## src/rtl/pipe_skid_stage.sv

```systemverilog
// Inter-stage pipeline register with valid/ready handshake, flush-to-bubble and
// an optional 2-entry skid buffer that makes in_ready a flop.
module pipe_skid_stage #(
  parameter int               WIDTH      = 143,
  parameter int               SKID       = 1,
  parameter logic [WIDTH-1:0] BUBBLE_VAL = '0
) (
  input  logic             clk,
  input  logic             reset,
  input  logic             flush,
  input  logic             in_valid,
  output logic             in_ready,
  input  logic [WIDTH-1:0] in_data,
  output logic             out_valid,
  input  logic             out_ready,
  output logic [WIDTH-1:0] out_data,
  output logic [1:0]       occupancy
);

  typedef enum logic [1:0] {
    EMPTY = 2'd0,
    BUSY  = 2'd1,
    FULL  = 2'd2
  } state_t;

  state_t           state;
  state_t           state_nxt;
  logic             main_vld_p0;
  logic             skid_vld_p0;
  logic [WIDTH-1:0] main_data_p0;
  logic [WIDTH-1:0] skid_data_p0;
  logic             in_fire;
  logic             out_fire;
  logic             load_main_in;
  logic             load_main_skid;
  logic             load_skid;

  // Valid bits are a decode of the state register, so main is always the older entry.
  assign main_vld_p0 = (state != EMPTY);
  assign skid_vld_p0 = (state == FULL);

  assign out_valid = main_vld_p0;
  assign out_data  = main_vld_p0 ? main_data_p0 : BUBBLE_VAL;
  assign occupancy = {1'b0, main_vld_p0} + {1'b0, skid_vld_p0};

  assign in_fire  = in_valid & in_ready;
  assign out_fire = main_vld_p0 & out_ready;

  generate
    if (SKID != 0) begin : g_skid
      logic rdy_q;

      always_ff @(posedge clk or posedge reset) begin
        if (reset) begin
          rdy_q <= 1'b1;
        end else begin
          rdy_q <= (state_nxt != FULL);
        end
      end

      assign in_ready = rdy_q;
    end else begin : g_noskid
      assign in_ready = out_ready | ~main_vld_p0;
    end
  endgenerate

  always_ff @(posedge clk or posedge reset) begin
    if (reset) begin
      state <= EMPTY;
    end else begin
      state <= state_nxt;
    end
  end

  always_comb begin
    state_nxt      = state;
    load_main_in   = 1'b0;
    load_main_skid = 1'b0;
    load_skid      = 1'b0;
    if (flush) begin
      state_nxt = EMPTY;
    end else begin
      case (state)
        EMPTY: begin
          if (in_fire) begin
            state_nxt    = BUSY;
            load_main_in = 1'b1;
          end
        end
        BUSY: begin
          if (in_fire && out_fire) begin
            load_main_in = 1'b1;
          end else if (in_fire) begin
            // Without a skid entry in_fire implies out_fire here, so FULL is never entered.
            if (SKID != 0) begin
              state_nxt = FULL;
              load_skid = 1'b1;
            end
          end else if (out_fire) begin
            state_nxt = EMPTY;
          end
        end
        FULL: begin
          if (out_fire) begin
            state_nxt      = BUSY;
            load_main_skid = 1'b1;
          end
        end
        default: state_nxt = EMPTY;
      endcase
    end
  end

  // Stage p0 data registers: only written on a fire, so a stalled payload stays bit-stable.
  always_ff @(posedge clk or posedge reset) begin
    if (reset) begin
      main_data_p0 <= BUBBLE_VAL;
      skid_data_p0 <= BUBBLE_VAL;
    end else begin
      if (load_main_in) begin
        main_data_p0 <= in_data;
      end else if (load_main_skid) begin
        main_data_p0 <= skid_data_p0;
      end
      if (load_skid) begin
        skid_data_p0 <= in_data;
      end
    end
  end

endmodule

```

## config.mk

```make
export PLATFORM = sky130hd
export DESIGN_NAME = pipe_skid_stage
export DESIGN_NICKNAME = d
export VERILOG_FILES = /design/src/rtl/pipe_skid_stage.sv
export SDC_FILE = /design/constraint.sdc
export NUM_CORES = 1
export LEC_CHECK = 0
export BUFFER_PORTS_ARGS = -buffer_cell sky130_fd_sc_hd__buf_4
export CAP_MARGIN = 20
export CORE_ASPECT_RATIO = 1.1
export CORE_UTILIZATION = 54
export DETAILED_ROUTE_END_ITERATION = 10
export HOLD_SLACK_MARGIN = 0.03
export PLACE_DENSITY = 0.8
export SETUP_SLACK_MARGIN = 0.15
export SYNTH_ARGS = -nofsm -noshare
export SYNTH_HDL_FRONTEND = slang
export SYNTH_SLANG_ARGS = --single-unit
export TNS_END_PERCENT = 100
```

## constraint.sdc

```tcl
create_clock -name clk -period 12.3 [get_ports clk]
set_clock_uncertainty 0.15 [all_clocks]
set_input_delay 2.46 -clock clk [delete_from_list [all_inputs] [get_ports clk]]
set_output_delay 2.46 -clock clk [all_outputs]
set_load 0.02 [all_outputs]
```

Word-level counts from Yosys, hierarchy flattened
Cells that the tools add are included.
W data, S select, Z words.

word-level totals
  input bits = 148
  register bits = 289

operators by class
  add/subtract/negate cells = 1
  reductions and logical operators = 4
  muxes and demuxes = 20
  bitwise operators = 2
  eq/ne operators = 3

operators with widths
  cell                  number
  $mux W143             3
  $mux W2               6
  $mux W1               9
  $pmux W2 S3           1
  $reduce_bool A2 Y1    2
  $add A1 B1 Y2         1
  $and A1 B1 Y1         2
  $eq A2 B1 Y1 const B  1
  $eq A2 B2 Y1 const B  1
  $logic_not A2 Y1      1
  $ne A2 B2 Y1 const B  1
  $pmux W1 S2           1
  $logic_and A1 B1 Y1   1

Logic depth before layout (Yosys ltp)
  depth after elaboration = 8
  gate-level depth with buffers = 7
  gate-level depth less buffers = 4

Worst setup path after synthesis
OpenSTA, ideal clock, no wires.

  path kind = register to output
  start = register state[0]
  end = output port out_data[100]
  arrival time = 1.458 ns
  path slack = 8.232 ns
  stages on the path, launching flop included = 6
  required time = 9.690 ns
  cell sequence = dfrtp_1 or2_1 clkbuf_1 clkbuf_1 clkbuf_1 and2_1

on the way
  cells in the longest elaborated chain, start to end = 2

ends and longest elaborated chain
  element                 line  text
  from (decl)             26    state_t state;
  from (signal assigned)  71    state <= state_nxt;
  $reduce_bool A2 Y1      39    assign main_vld_p0 = (state != EMPTY);
  $mux W143               43    assign out_data = main_vld_p0 ? main_data_p0 : BUBBLE_VAL;
  to (decl)               16    output logic [WIDTH-1:0] out_data,

Every way passes these cells.

Worst setup path in the final report
  start = register state[1]
  end = output port out_data[2]

The elaborated chain is that of the path after synthesis.

==> reports/summary.txt <==
Area Growth Syn to Fin - 25.99%
Synthesis Warnings - 0
Cell taking the most area after synthesis - dfrtp_1
Flop and latch count out of synthesis - 289
DP Wirelength - 18,040 µm
Count of cell types in the netlist - 26
Mapped Cells - 1,103
Initial antenna violation count - 1
Capturing point of the worst reg2reg path - main_data_p0[33]$_DFFE_PP0P_
CP Capture Type - output port
Total Nets Final - 1,508
Minimum clock period - 5.315 ns
Via density - 5.461
Max clock buf depth - 3
Final GP Congestion - 0.7763
Largest net degree at the start of global routing - 144
R2R cell count - 7
Clock Latency Late Sink - 0.55 ns
# setup viols final - 0
# DRC - 0
Pwr Total - 2642 µW
PwrDens - 168.7 nW/µm²
Die height - 161.1 µm
Syn Std Cell Area - 12,430 µm²
Hold buffers post-CTS - 0
CTS H-tree depth - 1
First-pass GRT wire length - 48,390 µm
Die width - 146.6 µm
Fmax - 0.1881 GHz
Wire per inst - 17.72 µm
Leakage power - 0.007899 µW
Fin. Hold Viols - 0
Die ar. - 23,630 µm²
Clock transition at the registers of the reported paths - 0.06 ns
CTS tree - built
First DRT Iteration DRCs - 555
WP data arrival - 2.71 ns
Starting Density - 0.5568
CP startpoint - state[1]$_DFF_PP0_
RSZ-0062 raised after global routing - false
Layout cells sized above 1 - 0.3605
Num rows - 57
Rel. slew slack - 0.2685
Synth Net Count - 1,251
Crit Path Category - flop to output port
I/O pin count - 295
Period utilisation layout - 0.4321
Status - completed
R2r startpoint - state[1]$_DFF_PP0_
TritonCTS Buffers - 30
CP Max Fanout - 124
Postcts setup bufs - 0
CTS Sinks - 289
Drt first pass iters - 5
Critical Path RT - 9.69 ns
Min-delay worst type - flop to flop
Max_cap viols - 0
Top cell type's share of synthesized area - 0.5799
Syn avg cell area - 11.27 µm²
Peak supply drop - 0.1461 mV
GR Overflow Total - 0
GRT Util Overall - 0.2542
Area contributors post-synth - dfrtp_1 58%, mux2_2 13%, nand2_1 8.6%
Vias - 9,130
Root Driver - clkbuf_16
R2R Setup Slk - 8.89 ns
Cts repair resizes - 0
Tightest Pin Transition - 1.097 ns
Post-detailed-route count of antenna-violating nets - 0
Vias in the first global route - 9,603
Max Slew Vio Count - 0
Total wire length - 29,630 µm
CP Launch Type - flop
I/O Buffers - 294
Critical Path End - out_data[2]
Sequential-to-total area share from yosys stat - 0.5820
Core area - 22,320 µm²
Setup TNS - 0 ns
through the flow:
step | hold slack, ns | cells | utilization | setup WS [ns] | area, µm²
floorplan | 0.2876 | 1103 | - | 1.714 | 12430
global placement | 0.2992 | 1622 | 0.6594 | 6.893 | 14720
detailed placement | 0.3039 | 1622 | 0.6594 | 6.815 | 14720
CTS | 0.3186 | 1670 | 0.7001 | 6.974 | 15630
global route | 0.3378 | 1672 | 0.7015 | 6.807 | 15660
finish | 0.3142 | 1672 | 0.7015 | 6.985 | 15660
sequential cells by signal, indices dropped and copies added (netlist names):
register and cells:
skid_data_p0 143, main_data_p0 143, in_ready 1, state 2
layout by cell type, fill, tap and decap left out, types with 2 or more instances in the layout:
master | netlist | final
clkbuf_8 | 0 | 7
dfrtp_1 | 288 | 288
and2_1 | 143 | 143
nand2_1 | 285 | 285
buf_4 | 19 | 303
a22oi_1 | 141 | 141
clkbuf_1 | 26 | 6
clkinv_2 | 0 | 3
clkbuf_16 | 0 | 30
a21oi_1 | 2 | 2
nor2_1 | 2 | 2
mux2_2 | 143 | 143
o21ai_0 | 2 | 2
mux2i_1 | 3 | 3
logic make-up (layout without fill, tap and decap cells):
group	count (synthesis)	in the layout	synth area share
mux	146	146	0.1320
buf+inv	82	355	0.03312
compound gates	147	147	0.08880
simple gates	439	439	0.1641
other cells	0	1	0
flops	289	289	0.5820
where the power goes:
part / switching (µW) / leakage (µW) / total, µW / internal [µW]
clock network: 357 / 0.000450 / 842 / 485
registers: 112 / 0.00357 / 1290 / 1180
logic: 248 / 0.00388 / 506 / 258
total: 717 / 0.00790 / 2640 / 1920
layer usage:
layer / share of wire / routed length [µm] / track usage
met5: 0 / 0 / 0
met4: 0.040 / 1179 / 0.1084
met3: 0.082 / 2419 / 0.06977
met2: 0.49 / 14560 / 0.4250
met1: 0.39 / 11470 / 0.3100
cell type report:
cell class,instances,area [µm²]
Tap cell,295,369.1
Clock buffer,43,869.6
Multi-Input combinational cell,732,4807
Fill cell,1652,6664
Sequential cell,289,7233
Inverter,2,15.01
Clock inverter,5,40.04
Antenna cell,1,2.502
Timing Repair Buffer,305,2322
critical path, cell delays in order, from the launching register on:
cell and delay, ns:
dfrtp_1 0.48, or2_4 0.30, buf_4 0.78, and2_1 0.29
buf_4 0.16
worst min-delay path by stage:
stage                                    endpoint                           from  cells after the start  slack, ns
floorplan             main_data_p0[0]$_DFFE_PP0P_    main_data_p0[0]$_DFFE_PP0P_                      2       0.29
global placement    main_data_p0[106]$_DFFE_PP0P_  main_data_p0[106]$_DFFE_PP0P_                      2       0.30
detailed placement   main_data_p0[81]$_DFFE_PP0P_   main_data_p0[81]$_DFFE_PP0P_                      2       0.30
CTS                  main_data_p0[81]$_DFFE_PP0P_   main_data_p0[81]$_DFFE_PP0P_                      2       0.32
global route         main_data_p0[81]$_DFFE_PP0P_   main_data_p0[81]$_DFFE_PP0P_                      2       0.34
finish               main_data_p0[32]$_DFFE_PP0P_   main_data_p0[32]$_DFFE_PP0P_                      2       0.31
Yosys cell counts:
| master | number |
|---|---|
| dfrtp_1 | 288 |
| nand2_1 | 285 |
| and2_1 | 143 |
| mux2_2 | 143 |
| a22oi_1 | 141 |
| buf_2 | 26 |
| clkbuf_1 | 26 |
| buf_4 | 19 |
| buf_1 | 9 |
| mux2i_1 | 3 |
| a21oi_1 | 2 |
| inv_1 | 2 |
| nor2_1 | 2 |
| o21ai_0 | 2 |
| a41oi_2 | 1 |
| and2b_1 | 1 |
| and3b_1 | 1 |
| and4bb_1 | 1 |
| dfstp_2 | 1 |
| nand2b_1 | 1 |
| nand3b_1 | 1 |
| nor2b_1 | 1 |
| nor4_1 | 1 |
| o22a_1 | 1 |
| or2_1 | 1 |
| or3_1 | 1 |
(Power assumes the default switching activity.)
